`src/rtl/mcu51_alu_pkg.sv`:
```
// Shared definitions for the MCU51 execute-stage ALU: opcodes, FSM states, flag payload.
package mcu51_alu_pkg;

    localparam logic [3:0] ALU_INC  = 4'b0000;
    localparam logic [3:0] ALU_DEC  = 4'b0001;
    localparam logic [3:0] ALU_ADD  = 4'b0010;
    localparam logic [3:0] ALU_ADDC = 4'b0011;
    localparam logic [3:0] ALU_ORL  = 4'b0100;
    localparam logic [3:0] ALU_ANL  = 4'b0101;
    localparam logic [3:0] ALU_XRL  = 4'b0110;
    localparam logic [3:0] ALU_CPL  = 4'b0111;
    localparam logic [3:0] ALU_DA   = 4'b1000;
    localparam logic [3:0] ALU_SUBB = 4'b1001;
    localparam logic [3:0] ALU_MUL  = 4'b1010;
    localparam logic [3:0] ALU_DIV  = 4'b1011;
    localparam logic [3:0] ALU_RR   = 4'b1100;
    localparam logic [3:0] ALU_RRC  = 4'b1101;
    localparam logic [3:0] ALU_RL   = 4'b1110;
    localparam logic [3:0] ALU_RLC  = 4'b1111;

    typedef enum logic [1:0] {
        ST_IDLE = 2'd0,
        ST_MUL  = 2'd1,
        ST_DIV  = 2'd2,
        ST_DONE = 2'd3
    } alu_state_e;

    // PSW flag writeback payload
    typedef struct packed {
        logic cy;
        logic ac;
        logic ov;
    } alu_flags_t;

    // Operand width must be whole nibbles (DA works per nibble) and at least a byte
    function automatic bit width_ok(input int unsigned w);
        return (w >= 8) && ((w % 4) == 0);
    endfunction

endpackage

```
`src/rtl/mcu51_alu_seq_if.sv`:
```
// Decoder <-> ALU issue/writeback bus.
interface mcu51_alu_seq_if #(
    parameter int unsigned WIDTH  = 8,
    parameter int unsigned CODE_W = 4
);
    logic              in_valid;
    logic              in_ready;
    logic [CODE_W-1:0] ALUCode;
    logic [WIDTH-1:0]  A;
    logic [WIDTH-1:0]  B;
    logic              Cy;
    logic              AC;
    logic              flush;
    logic              out_valid;
    logic [WIDTH-1:0]  Result;
    logic [WIDTH-1:0]  ResultB;
    logic              Carry;
    logic              AssistantCarry;
    logic              OVerflow;

    modport master (
        output in_valid, ALUCode, A, B, Cy, AC, flush,
        input  in_ready, out_valid, Result, ResultB, Carry, AssistantCarry, OVerflow
    );

    modport slave (
        input  in_valid, ALUCode, A, B, Cy, AC, flush,
        output in_ready, out_valid, Result, ResultB, Carry, AssistantCarry, OVerflow
    );
endinterface

```
`src/rtl/mcu51_muldiv_iter.sv`:
```
// Iterative one-bit-per-cycle MUL (shift-add) / DIV (restoring) datapath.
// The last step is presented combinationally on *_c_o so the caller can retire in the same edge.
module mcu51_muldiv_iter #(
    parameter int unsigned WIDTH = 8
) (
    input  logic             clk,
    input  logic             rst_n,
    input  logic             start_i,
    input  logic             div_i,
    input  logic [WIDTH-1:0] a_i,
    input  logic [WIDTH-1:0] b_i,
    input  logic             abort_i,
    output logic             busy_o,
    output logic             done_c_o,
    output logic [WIDTH-1:0] lo_c_o,
    output logic [WIDTH-1:0] hi_c_o,
    output logic             ov_c_o
);
    localparam int unsigned CNT_W = $clog2(WIDTH) + 1;

    logic             busy_q;
    logic             div_q;
    logic             dz_q;
    logic [CNT_W-1:0] cnt_q;
    logic [WIDTH-1:0] hi_q;
    logic [WIDTH-1:0] lo_q;
    logic [WIDTH-1:0] b_q;
    logic [WIDTH-1:0] hi_d;
    logic [WIDTH-1:0] lo_d;
    logic [WIDTH:0]   trial;
    logic [WIDTH:0]   psum;
    logic             qbit;
    logic             done_c;

    // One iteration: hi:lo is the partial product / remainder:quotient pair
    always_comb begin
        trial = {hi_q, lo_q[WIDTH-1]};
        psum  = {1'b0, hi_q} + (lo_q[0] ? {1'b0, b_q} : '0);
        qbit  = 1'b0;
        hi_d  = hi_q;
        lo_d  = lo_q;
        if (div_q) begin
            if (trial >= {1'b0, b_q}) begin
                qbit  = 1'b1;
                trial = trial - {1'b0, b_q};
            end
            hi_d = trial[WIDTH-1:0];
            lo_d = {lo_q[WIDTH-2:0], qbit};
        end else begin
            {hi_d, lo_d} = {psum, lo_q[WIDTH-1:1]};
        end
    end

    // Divide-by-zero finishes on the first busy cycle with the architectural fill values
    assign done_c   = busy_q && (dz_q || (cnt_q == CNT_W'(WIDTH - 1)));
    assign done_c_o = done_c;
    assign busy_o   = busy_q;
    assign lo_c_o   = dz_q ? '1 : lo_d;
    assign hi_c_o   = dz_q ? lo_q : hi_d;
    assign ov_c_o   = dz_q | (!div_q && (hi_d != '0));

    // Operand load on start, then step until done or abort
    always_ff @(posedge clk or negedge rst_n) begin
        if (!rst_n) begin
            busy_q <= 1'b0;
            div_q  <= 1'b0;
            dz_q   <= 1'b0;
            cnt_q  <= '0;
            hi_q   <= '0;
            lo_q   <= '0;
            b_q    <= '0;
        end else if (start_i) begin
            busy_q <= 1'b1;
            div_q  <= div_i;
            dz_q   <= div_i && (b_i == '0);
            cnt_q  <= '0;
            hi_q   <= '0;
            lo_q   <= a_i;
            b_q    <= b_i;
        end else if (busy_q) begin
            if (abort_i || done_c) begin
                busy_q <= 1'b0;
            end else begin
                hi_q  <= hi_d;
                lo_q  <= lo_d;
                cnt_q <= cnt_q + CNT_W'(1);
            end
        end
    end

endmodule

```
`src/rtl/mcu51_alu_seq.sv`:
```
// MCU51 execute-stage ALU with handshake, single-cycle ops and iterative MUL AB / DIV AB.
module mcu51_alu_seq
    import mcu51_alu_pkg::*;
#(
    parameter int unsigned WIDTH  = 8,
    parameter int unsigned CODE_W = 4
) (
    input  logic           clk,
    input  logic           rst_n,
    mcu51_alu_seq_if.slave bus
);
    localparam int unsigned NIB = WIDTH / 4;

    if (!width_ok(WIDTH)) begin : g_width_chk
        $error("mcu51_alu_seq: WIDTH must be a multiple of 4 and >= 8");
    end

    alu_state_e       state_q;
    logic             in_ready_q;
    logic             out_valid_q;
    logic [WIDTH-1:0] result_q;
    logic [WIDTH-1:0] resb_q;
    alu_flags_t       flags_q;
    logic             ac_q;

    logic [WIDTH-1:0] res_d;
    alu_flags_t       flg_d;
    logic [WIDTH-1:0] opb;
    logic             cin;
    logic [WIDTH:0]   add_w;
    logic [WIDTH:0]   sub_w;
    logic [4:0]       add_n;
    logic [4:0]       sub_n;
    logic             add_ov;
    logic             sub_ov;
    logic [WIDTH-1:0] da_v;
    logic             da_c;
    logic             da_adj;
    logic [4:0]       nib5;
    logic [4:0]       nib6;
    logic             is_mul;
    logic             is_div;
    logic             accept;
    logic             md_busy;
    logic             md_done_c;
    logic [WIDTH-1:0] md_lo_c;
    logic [WIDTH-1:0] md_hi_c;
    logic             md_ov_c;

    assign is_mul = (bus.ALUCode == CODE_W'(ALU_MUL));
    assign is_div = (bus.ALUCode == CODE_W'(ALU_DIV));
    assign accept = (state_q == ST_IDLE) && bus.in_valid && !bus.flush;

    // Shared adder/subtractor; inc/dec use a constant 1 operand
    always_comb begin
        opb = bus.B;
        cin = 1'b0;
        if ((bus.ALUCode == CODE_W'(ALU_INC)) || (bus.ALUCode == CODE_W'(ALU_DEC))) begin
            opb = WIDTH'(1);
        end
        if ((bus.ALUCode == CODE_W'(ALU_ADDC)) || (bus.ALUCode == CODE_W'(ALU_SUBB))) begin
            cin = bus.Cy;
        end
        add_w  = {1'b0, bus.A} + {1'b0, opb} + (WIDTH+1)'(cin);
        sub_w  = {1'b0, bus.A} - {1'b0, opb} - (WIDTH+1)'(cin);
        add_n  = {1'b0, bus.A[3:0]} + {1'b0, opb[3:0]} + 5'(cin);
        sub_n  = {1'b0, bus.A[3:0]} - {1'b0, opb[3:0]} - 5'(cin);
        add_ov = (bus.A[WIDTH-1] == opb[WIDTH-1]) && (add_w[WIDTH-1] != bus.A[WIDTH-1]);
        sub_ov = (bus.A[WIDTH-1] != opb[WIDTH-1]) && (sub_w[WIDTH-1] != bus.A[WIDTH-1]);
    end

    // Decimal adjust: +6 per nibble, carries ripple upward; overflow of a nibble forces its adjust
    always_comb begin
        da_v   = bus.A;
        da_c   = 1'b0;
        da_adj = 1'b0;
        nib5   = '0;
        nib6   = '0;
        for (int i = 0; i < int'(NIB); i++) begin
            nib5   = {1'b0, da_v[4*i +: 4]} + 5'(da_c);
            da_adj = (nib5[3:0] > 4'd9) || nib5[4]
                     || ((i == 0) && bus.AC) || ((i == int'(NIB) - 1) && bus.Cy);
            nib6   = {1'b0, nib5[3:0]} + 5'd6;
            if (da_adj) begin
                da_v[4*i +: 4] = nib6[3:0];
                da_c           = nib5[4] | nib6[4];
            end else begin
                da_v[4*i +: 4] = nib5[3:0];
                da_c           = nib5[4];
            end
        end
    end

    // Single-cycle result and flag select
    always_comb begin
        res_d = '0;
        flg_d = '{cy: bus.Cy, ac: bus.AC, ov: 1'b0};
        case (bus.ALUCode)
            CODE_W'(ALU_INC), CODE_W'(ALU_ADD), CODE_W'(ALU_ADDC): begin
                res_d = add_w[WIDTH-1:0];
                flg_d = '{cy: add_w[WIDTH], ac: add_n[4], ov: add_ov};
            end
            CODE_W'(ALU_DEC), CODE_W'(ALU_SUBB): begin
                res_d = sub_w[WIDTH-1:0];
                flg_d = '{cy: sub_w[WIDTH], ac: sub_n[4], ov: sub_ov};
            end
            CODE_W'(ALU_ORL): res_d = bus.A | bus.B;
            CODE_W'(ALU_ANL): res_d = bus.A & bus.B;
            CODE_W'(ALU_XRL): res_d = bus.A ^ bus.B;
            CODE_W'(ALU_CPL): res_d = ~bus.A;
            CODE_W'(ALU_DA): begin
                res_d = da_v;
                flg_d = '{cy: bus.Cy | da_c, ac: 1'b0, ov: 1'b0};
            end
            CODE_W'(ALU_RR):  res_d = {bus.A[0], bus.A[WIDTH-1:1]};
            CODE_W'(ALU_RRC): begin
                res_d    = {bus.Cy, bus.A[WIDTH-1:1]};
                flg_d.cy = bus.A[0];
            end
            CODE_W'(ALU_RL):  res_d = {bus.A[WIDTH-2:0], bus.A[WIDTH-1]};
            CODE_W'(ALU_RLC): begin
                res_d    = {bus.A[WIDTH-2:0], bus.Cy};
                flg_d.cy = bus.A[WIDTH-1];
            end
            default: res_d = '0;
        endcase
    end

    mcu51_muldiv_iter #(.WIDTH(WIDTH)) u_muldiv (
        .clk      (clk),
        .rst_n    (rst_n),
        .start_i  (accept && (is_mul || is_div)),
        .div_i    (is_div),
        .a_i      (bus.A),
        .b_i      (bus.B),
        .abort_i  (bus.flush),
        .busy_o   (md_busy),
        .done_c_o (md_done_c),
        .lo_c_o   (md_lo_c),
        .hi_c_o   (md_hi_c),
        .ov_c_o   (md_ov_c)
    );

    // Control FSM with registered handshake and writeback outputs
    always_ff @(posedge clk or negedge rst_n) begin
        if (!rst_n) begin
            state_q     <= ST_IDLE;
            in_ready_q  <= 1'b1;
            out_valid_q <= 1'b0;
            result_q    <= '0;
            resb_q      <= '0;
            flags_q     <= '0;
            ac_q        <= 1'b0;
        end else begin
            out_valid_q <= 1'b0;
            case (state_q)
                ST_IDLE: begin
                    if (accept) begin
                        ac_q       <= bus.AC;
                        in_ready_q <= 1'b0;
                        if (is_mul) begin
                            state_q <= ST_MUL;
                        end else if (is_div) begin
                            state_q <= ST_DIV;
                        end else begin
                            state_q     <= ST_DONE;
                            out_valid_q <= 1'b1;
                            result_q    <= res_d;
                            resb_q      <= '0;
                            flags_q     <= flg_d;
                        end
                    end
                end
                ST_MUL, ST_DIV: begin
                    if (bus.flush) begin
                        state_q    <= ST_IDLE;
                        in_ready_q <= 1'b1;
                    end else if (md_busy && md_done_c) begin
                        state_q     <= ST_DONE;
                        out_valid_q <= 1'b1;
                        result_q    <= md_lo_c;
                        resb_q      <= md_hi_c;
                        flags_q     <= '{cy: 1'b0, ac: ac_q, ov: md_ov_c};
                    end
                end
                default: begin
                    state_q    <= ST_IDLE;
                    in_ready_q <= 1'b1;
                end
            endcase
        end
    end

    assign bus.in_ready       = in_ready_q;
    assign bus.out_valid      = out_valid_q;
    assign bus.Result         = result_q;
    assign bus.ResultB        = resb_q;
    assign bus.Carry          = flags_q.cy;
    assign bus.AssistantCarry = flags_q.ac;
    assign bus.OVerflow       = flags_q.ov;

endmodule
```
`src/flat_wrapper.sv`:
```
// flat-port wrapper written by rule: the top's interface ports become plain ports
module mcu51_alu_seq_flat import mcu51_alu_pkg::*;
#(
    parameter int unsigned WIDTH  = 8,
    parameter int unsigned CODE_W = 4
)
  (clk, rst_n, bus_in_valid, bus_ALUCode, bus_A, bus_B, bus_Cy, bus_AC, bus_flush, bus_in_ready, bus_out_valid, bus_Result, bus_ResultB, bus_Carry, bus_AssistantCarry, bus_OVerflow);
  mcu51_alu_seq_if #(.WIDTH(WIDTH), .CODE_W(CODE_W)) bus_i ();
  input  logic clk;
  input  logic rst_n;
  input wire logic [$bits(bus_i.in_valid)-1:0] bus_in_valid;
  input wire logic [$bits(bus_i.ALUCode)-1:0] bus_ALUCode;
  input wire logic [$bits(bus_i.A)-1:0] bus_A;
  input wire logic [$bits(bus_i.B)-1:0] bus_B;
  input wire logic [$bits(bus_i.Cy)-1:0] bus_Cy;
  input wire logic [$bits(bus_i.AC)-1:0] bus_AC;
  input wire logic [$bits(bus_i.flush)-1:0] bus_flush;
  output wire logic [$bits(bus_i.in_ready)-1:0] bus_in_ready;
  output wire logic [$bits(bus_i.out_valid)-1:0] bus_out_valid;
  output wire logic [$bits(bus_i.Result)-1:0] bus_Result;
  output wire logic [$bits(bus_i.ResultB)-1:0] bus_ResultB;
  output wire logic [$bits(bus_i.Carry)-1:0] bus_Carry;
  output wire logic [$bits(bus_i.AssistantCarry)-1:0] bus_AssistantCarry;
  output wire logic [$bits(bus_i.OVerflow)-1:0] bus_OVerflow;
  assign bus_i.in_valid = bus_in_valid;
  assign bus_i.ALUCode = bus_ALUCode;
  assign bus_i.A = bus_A;
  assign bus_i.B = bus_B;
  assign bus_i.Cy = bus_Cy;
  assign bus_i.AC = bus_AC;
  assign bus_i.flush = bus_flush;
  assign bus_in_ready = bus_i.in_ready;
  assign bus_out_valid = bus_i.out_valid;
  assign bus_Result = bus_i.Result;
  assign bus_ResultB = bus_i.ResultB;
  assign bus_Carry = bus_i.Carry;
  assign bus_AssistantCarry = bus_i.AssistantCarry;
  assign bus_OVerflow = bus_i.OVerflow;
  mcu51_alu_seq #(.WIDTH(WIDTH), .CODE_W(CODE_W)) u_core (.clk(clk), .rst_n(rst_n), .bus(bus_i));
endmodule
```
`config.mk`:
```
export PLATFORM = sky130hd
export DESIGN_NAME = mcu51_alu_seq_flat
export DESIGN_NICKNAME = d
export VERILOG_FILES = /design/src/rtl/mcu51_alu_pkg.sv /design/src/rtl/mcu51_alu_seq_if.sv /design/src/rtl/mcu51_muldiv_iter.sv /design/src/rtl/mcu51_alu_seq.sv /design/src/flat_wrapper.sv
export SDC_FILE = /design/constraint.sdc
export NUM_CORES = 1
export LEC_CHECK = 0
export ABC_AREA = 1
export CORE_MARGIN = 2
export CORE_UTILIZATION = 29
export CTS_CLUSTER_DIAMETER = 120
export DETAILED_ROUTE_END_ITERATION = 10
export SYNTH_ARGS = -nofsm -noshare
export SYNTH_HDL_FRONTEND = slang
export SYNTH_HIERARCHICAL = 1
export SYNTH_SLANG_ARGS = --single-unit
export TNS_END_PERCENT = 100
```
`constraint.sdc`:
```
create_clock -name clk -period 2.82 [get_ports clk]
set_clock_uncertainty 0.2 [all_clocks]
set_input_delay 0.282 -clock clk [delete_from_list [all_inputs] [get_ports clk]]
set_output_delay 0.282 -clock clk [all_outputs]
set_load 0.05 [all_outputs]
```
# Yosys cells after proc, flatten, opt, wreduce, memory -nomap -nowiden

Index checks and enable logic that the tools add are counted.

Add/subtract/negate cells: 14
$lt $le $gt $ge: 3
Muxes and demuxes: 61
Bitwise logic cells: 7
Reductions and logical operators: 33
Equality and inequality tests: 30

Operator list:

| operator                                            | count |
|---|---|
| 2-to-1 mux 8 bit                                    | 23 |
| one-hot mux 8 bit (11 select lines)                 | 1 |
| equality test 4 bit, second input constant          | 8 |
| one-hot mux 8 bit (2 select lines)                  | 2 |
| equality test 4 x 3 -> 1 bit, second input constant | 5 |
| 2-to-1 mux 4 bit                                    | 5 |
| adder 8 x 8 -> 9 bit                                | 2 |
| 2-to-1 mux 1 bit                                    | 15 |
| 2-to-1 mux 3 bit                                    | 5 |
| adder 4 x 3 -> 5 bit, second input constant         | 2 |
| != test 2 bit, second input constant                | 5 |
| adder 9 x 1 -> 9 bit                                | 1 |
| >= comparator 9 x 8 -> 1 bit                        | 1 |
| logical AND 1 bit                                   | 9 |
| subtractor 8 x 8 -> 9 bit                           | 1 |
| subtractor 9 x 1 -> 9 bit                           | 1 |
| bitwise AND 8 bit                                   | 1 |
| equality test 4 x 2 -> 1 bit, second input constant | 2 |
| > comparator 4 bit, second input constant           | 2 |
| logical NOT 8 bit                                   | 1 |
| logical OR 1 bit                                    | 8 |
| 2-to-1 mux 2 bit                                    | 4 |
| inverter 8 bit                                      | 1 |
| bitwise OR 8 bit                                    | 1 |
| 30 further kinds                                    | 42 |

Flip-flop bits (word level): 55
Input port bits: 26
Output and inout bits: 21
Logic and storage cells: 164

# Longest topological paths before layout

Gate-level depths: netlist of the first run.

Depth after elaboration: 14
Gate-level depth with buffers: 20
Gate-level depth less buffers: 20

# Hierarchy

Netlist of the first run, hierarchy kept.

Modules (own cells, without submodules):

| module            | cells an instance | sequential area each (µm²) | area an instance (µm²) | instances |
|---|---|---|---|---|
| mcu51_alu_seq     | 522               | 601.8                      | 3250.6                 | 1 |
| mcu51_muldiv_iter | 372               | 775.7                      | 2566.2                 | 1 |

# Worst setup path before layout of the first run

Ideal clock, no wire load.

Path type: in2reg
Start: input port bus_ALUCode[3]
End: register u_core.flags_q, in the netlist u_core/bus.OVerflow
Cell stages on the path: 17
Data required time: 2498 ps
Library setup time: 122 ps
Data arrival time: 2301 ps
Buffers on the path: 0
Slack: 196 ps
Cell sequence: nor2_1 inv_1 nor2_1 nor2_1 ha_1 inv_1 ha_1 nand2_1 inv_1 a21oi_1 nand2_1 nand2_1 nand3_1 nand3_1 nand2_1 nand2_1 a21oi_1

Cells in the longest elaborated chain, start to end: 12
Elaborated cells on any way between the ends: 32
Classes of those cells: add/sub: 4; eq/ne: 13; mux: 7; reduce/logical: 8

Ends and longest elaborated chain:

| item                                                                     | line                                     | source |
|---|---|---|
| start, declared                                                          | flat_wrapper.sv:12                       | `input wire logic [$bits(bus_i.ALUCode)-1:0] bus_ALUCode;` |
| equality test 4 x 1 -> 1 bit / logical NOT 4 bit (equally long branches) | mcu51_alu_seq.sv:58, mcu51_alu_seq.sv:98 |  |
| logical OR 1 bit                                                         | mcu51_alu_seq.sv:58                      | `if ((bus.ALUCode == CODE_W'(ALU_INC)) \|\| (bus.ALUCode == CODE_W'(ALU_DEC))) begin` |
| 2-to-1 mux 8 bit                                                         | mcu51_alu_seq.sv:58                      |  |
| subtractor 8 x 8 -> 9 bit / adder 8 x 8 -> 9 bit (equally long branches) | mcu51_alu_seq.sv:65, mcu51_alu_seq.sv:64 |  |
| subtractor 9 x 1 -> 9 bit / adder 9 x 1 -> 9 bit (equally long branches) | mcu51_alu_seq.sv:65, mcu51_alu_seq.sv:64 |  |
| != test 1 bit, on equally long branches                                  | mcu51_alu_seq.sv:69, mcu51_alu_seq.sv:68 |  |
| logical AND 1 bit, on equally long branches                              | mcu51_alu_seq.sv:69, mcu51_alu_seq.sv:68 |  |
| one-hot mux 2 bit (3 select lines)                                       | mcu51_alu_seq.sv:98                      | `case (bus.ALUCode)` |
| 2-to-1 mux 3 bit                                                         | mcu51_alu_seq.sv:163                     | `end else if (is_div) begin` |
| 2-to-1 mux 3 bit                                                         | mcu51_alu_seq.sv:161                     | `if (is_mul) begin` |
| 2-to-1 mux 3 bit                                                         | mcu51_alu_seq.sv:158                     | `if (accept) begin` |
| one-hot mux 3 bit (2 select lines)                                       | mcu51_alu_seq.sv:156                     | `case (state_q)` |
| end signal, assigned                                                     | mcu51_alu_seq.sv:170                     | `flags_q <= flg_d;` |
| end signal, assigned                                                     | mcu51_alu_seq.sv:183                     | `flags_q <= '{cy: 1'b0, ac: ac_q, ov: md_ov_c};` |
| end, declared                                                            | mcu51_alu_seq.sv:23                      | `alu_flags_t flags_q;` |

Several ways; a longest one is shown, not always the timed one. The select of a mux whose other input is x is not followed.
A chain may end at the register's enable or synchronous reset.

# Final worst setup path of the first run

Start: register u_core.u_muldiv.hi_q[0]
End: register u_core.flags_q, in the netlist u_core/bus.OVerflow

Cells in the longest elaborated chain, start to end: 9
Elaborated cells on any way between the ends: 11
Classes of those cells: add/sub: 2; order compare: 1; mux: 5; bitwise: 1; reduce/logical: 2

Ends and longest elaborated chain:

| item                                                                    | line                                             | source |
|---|---|---|
| start, declared                                                         | mcu51_muldiv_iter.sv:25                          | `logic [WIDTH-1:0] hi_q;` |
| start signal, assigned                                                  | mcu51_muldiv_iter.sv:84                          | `hi_q <= hi_d;` |
| subtractor 8 bit / >= comparator 9 x 8 -> 1 bit (equally long branches) | mcu51_muldiv_iter.sv:45, mcu51_muldiv_iter.sv:43 |  |
| 2-to-1 mux 8 bit                                                        | mcu51_muldiv_iter.sv:43                          | `if (trial >= {1'b0, b_q}) begin` |
| 2-to-1 mux 8 bit (*)                                                    | mcu51_muldiv_iter.sv:42                          | `if (div_q) begin` |
| nonzero test 8 bit (*)                                                  | mcu51_muldiv_iter.sv:60                          | `assign ov_c_o = dz_q \| (!div_q && (hi_d != '0));` |
| logical AND 1 bit (*)                                                   | mcu51_muldiv_iter.sv:60                          |  |
| bitwise OR 1 bit (*)                                                    | mcu51_muldiv_iter.sv:60                          |  |
| via u_core.md_ov_c                                                      | mcu51_alu_seq.sv:48                              | `logic md_ov_c;` |
| 2-to-1 mux 3 bit (*)                                                    | mcu51_alu_seq.sv:178                             | `end else if (md_busy && md_done_c) begin` |
| 2-to-1 mux 3 bit (*)                                                    | mcu51_alu_seq.sv:175                             | `if (bus.flush) begin` |
| one-hot mux 3 bit (2 select lines) (*)                                  | mcu51_alu_seq.sv:156                             |  |

The timed path passes the listed nets; every way through them passes the cells marked *. The select of a mux whose other input is x is not followed.

==> run_results.csv, run 1 <==
group,metric,value,unit
global_route,grt_pass1_vias,6094,
global_route,antenna_found_initial,0,
critical_path,path_common_cell,"nand2_1",
global_route,grt_pass1_wl,31.5,mm
floorplan,fp-row-count,51,
yosys,yosys_warnings,6,
finish,layout-drive-gt1-share,19.2,%
job,cap_violations,0,
drt,drt-initial-drc-count,375,
global_route,grt_max_degree,28,
sta,tightest_slew,532,ps
power,p_sw,3.83,mW
critical_path,ff2ff_path_depth,17,
yosys,yosys_most_used_dff,"dfrtp_1",
yosys,seq_area_frac_synth,23.7,%
sta,period_share,97.8,%
floorplan,die_area,21200,µm²
yosys,synth_area_leaders,"dfrtp_1, nand2_1, ha_1",
yosys,muxShareOfSynthArea,0.172,%
global_route,grt_use_met1,23.6,%
yosys,synth_edf_count,0,
finish,final_cells,1299,
drt,avgViaCountPerCell,4.81,
place,gp_congestion,1.00,
finish,multi_input_area,4020,µm²
drt,first_pass_iters,5,
drt,routed_wl,19.3,mm
global_route,grtUsageMet2,32.2,%
sta,max_slew_margin,64.4,%
yosys,synth_seq_cells,55,
cts,clockBufferDepth,2,
sta,final_max_slew_viol_count,0,
floorplan,start_util,29.7,%
global_route,gr-total-overflow,0,
cts,cts_root_buffer,"clkbuf_16",
yosys,synthAdderAreaFrac,14.8,%
cts,insertion_delay,300,ps
yosys,synth-xor-area-share,0.602,%
sta,setup_viol,0,
finish,regArea,1380,µm²
place,pre_cts_ws,-506,ps
finish,nNetsFinal,1124,
yosys,async_flop_share,100,%
critical_path,arrival,2740,ps
yosys,avgSynthCellArea,6.51,µm²
power,clock_power_share,8.5,%
hold_path,hp-class,"in -> async",
sta,min_period,2760,ps
critical_path,startpoint_type,"register",
yosys,synth-simple-area-share,35.1,%
cts,cts_tree,"yes",
yosys,yosysUniqueCellTypes,43,
critical_path,endpoint_kind,"register",
run_status,outcome,"finished, final reports clean",
power,share_comb_of_total_power,71.5,%
sta,rsz0062_at_grt,"true",
critical_path,cp_slowest_cell,"dfrtp_1",
critical_path,crit_type,"reg -> reg",
critical_path,worst-path-stages,17,
cts,clk_pin_slew,70,ps
yosys,synth_largest_area_cell,"dfrtp_1",
cts,cts_buffers,5,
critical_path,crit_family,"simple AND/OR/NAND/NOR gates",
yosys,synth_top_family_by_area,"simple AND/OR/NAND/NOR gates",
yosys,syn_area,5820,µm²
sta,setup_tns,0,ps
global_route,track_usage,18.3,%
floorplan,fp.coreArea,19600,µm²
power,p_leak,3.92,nW
finish,fill_cells,2120,
floorplan,die_w,146,µm
yosys,netlist.area_leader.share,23.2,%
power,pwr-share-seq,19.9,%
critical_path,max_stage_delay,450,ps
place,postPlaceCellArea,7280,µm²
drt,via_count,6252,
critical_path,crit_buf_inv,2,
floorplan,dieHeight,146,µm
yosys,syn_nets,985,
place,post-place-cells,1288,
finish,final_util,39.1,%
critical_path,critPathRequiredTime,2810,ps
drt,drt_drc_violations_left,0,
finish,syn_to_final_growth,31.7,%
yosys,syn_inst,894,
global_route,busiest_layer,"met2",
drt,ant_nets,0,
global_route,grt_util_met3,2.35,%
finish,design_area,7660,µm²
critical_path,worstPathMaxFanout,4,
sta,fmax,363,MHz
finish,num_antenna_cells,0,
critical_path,cp_cell_sequence,"ha_1, inv_1, fa_2, inv_2, nand4_1, o211ai_1, nand2_1, nand2_1, nor2_1, nor2_4, nand2_1, nor2_1, nand2_1, nand2_1, nand2_1, a21oi_2, a21oi_1",
sta,finalWorstSetupSlack,62.5,ps
power,powerDensity,957,nW/µm²
power,intPower,3.50,mW
yosys,netlist_top_cells_count,"nand2_1, inv_1, o21ai_0",
place,post-dp-hpwl,15.9,mm
yosys,yosys.cell_count.top_type,"nand2_1",
power,swShare,52.2,%
cts,cts_max_level,2,
sta,hold_viol,0,
power,peakVddDrop,0.000347,V
drt,wl_per_cell,14.8,µm
floorplan,num_io_pins,47,
cts,cts.sinks,55,
yosys,synth_compound_area_share,14.7,%
place,portBuffers,46,
[state kept, by name (all words and copies together), names as in the netlist]
register and cells:
u_core/bus.ResultB 8, u_core/bus.Result 8, u_core/u_muldiv/b_q 8, u_core/u_muldiv/hi_q 8, u_core/u_muldiv/lo_q 8, u_core/u_muldiv/cnt_q 4
u_core/state_q 2, u_core/ac_q 1, u_core/bus.AssistantCarry 1, u_core/bus.Carry 1, u_core/bus.OVerflow 1, u_core/bus.in_ready 1
u_core/bus.out_valid 1, u_core/u_muldiv/busy_o 1, u_core/u_muldiv/div_q 1, u_core/u_muldiv/dz_q 1
[cell families (layout without fill, tap and decap cells)]
group                      Yosys count  after routing
muxes                                1              1
xor gates and xnor gates             4              4
AOI/OAI and AO/OA                  157            157
DFF                                 55             55
and+or+nand+nor                    454            454
buffers and inverters              158            298
adders and majority gates           65             65
[through the flow]
stage	hold slack, ps	power [mW]
floorplan	-214	4.81
global placement	-32.2	6.36
detailed placement	-30.3	6.40
CTS	228	7.08
global route	255	8.03
finish	234	7.33
[power by group through the flow]
| stage | sequential, mW | combinational (mW) | clock (mW) |
|---|---|---|---|
| after floorplan | 1.75 | 3.06 | 0 |
| after global placement | 1.46 | 4.90 | 0 |
| after detailed placement | 1.47 | 4.93 | 0 |
| after CTS | 1.45 | 4.99 | 0.643 |
| after global routing | 1.51 | 5.84 | 0.681 |
| final | 1.46 | 5.24 | 0.626 |
[cells in the final DEF, fill, tap and decap left out, drive strengths merged, types with 2 or more instances in the layout]
| cell type | instances |
|---|---|
| nand3 | 66 |
| buf | 104 |
| clkbuf | 5 |
| nand2 | 269 |
| nor2 | 89 |
| a211oi | 3 |
| xor2 | 4 |
| clkdlybuf4s50 | 41 |
| dfrtp | 54 |
| fa | 6 |
| dlygate4sd2 | 3 |
| o22ai | 7 |
| nor3 | 3 |
| a21oi | 54 |
| o221ai | 7 |
| o21ai | 76 |
| nor4 | 2 |
| inv | 140 |
| or2 | 4 |
| ha | 59 |
| clkinv | 3 |
| nand4 | 19 |
| nand3b | 2 |
| o211ai | 4 |
[metal layers]
| layer | part of all wire, % | up-vias |
|---|---|---|
| met4 | 2.1 | 0 |
| met3 | 4.8 | 24 |
| met1 | 45 | 2899 |
| met2 | 48 | 163 |
| li1 | - | 3166 |
| met5 | 0 | - |
[cell type report]
cell class              count  area share, %
flip-flops and latches     55           18.0
well taps                 265           4.33
clock inverters             3          0.245
multi-input cells         681           52.4
clock buffers               5           1.63
inverters                 140           6.86
repair buffers            150           16.5
[path summary, 6_finish.rpt]
check / from / endpoint / slack [ps]
worst min-delay path: rst_n / u_core/bus.Result[3] / 230
min in group clk: u_core/u_muldiv/cnt_q[3] / u_core/u_muldiv/cnt_q[3] / 280
worst max-delay path: u_core/u_muldiv/hi_q[0] / u_core/bus.OVerflow / 60
max in group asynchronous: rst_n / u_core/bus.in_ready / 1530
worst min register to register: u_core/u_muldiv/cnt_q[3] / u_core/u_muldiv/cnt_q[3] / 280
worst max register to register: u_core/u_muldiv/hi_q[0] / u_core/bus.OVerflow / 60
[what timing repair did]
| action | in CTS | in global routing |
|---|---|---|
| setup buffers | 0 | 3 |
| endpoints found under the setup margin | 9 | 11 |
| hold endpoints to repair | 9 | 0 |
| hold buffers | 1 | 0 |
| resized for setup | 26 | 27 |
| pin swaps | 6 | 11 |
(Power assumes the default switching activity.)
==> run 2, diff against run 1 <==
--- a/config.mk
+++ b/config.mk
@@ -10,6 +10,7 @@
 export CORE_UTILIZATION = 29
 export CTS_CLUSTER_DIAMETER = 120
 export DETAILED_ROUTE_END_ITERATION = 10
+export HOLD_SLACK_MARGIN = 0.02
 export SYNTH_ARGS = -nofsm -noshare
 export SYNTH_HDL_FRONTEND = slang
 export SYNTH_HIERARCHICAL = 1
==> results of run 2 <==
No change in the layout: final DEF, timing and power equal those of run 1.
==> run 3, diff against run 2 <==
--- a/config.mk
+++ b/config.mk
@@ -6,6 +6,7 @@
 export NUM_CORES = 1
 export LEC_CHECK = 0
 export ABC_AREA = 1
+export CAP_MARGIN = 20
 export CORE_MARGIN = 2
 export CORE_UTILIZATION = 29
 export CTS_CLUSTER_DIAMETER = 120
==> results of run 3 <==
No change in the layout: final DEF, timing and power equal those of run 1.
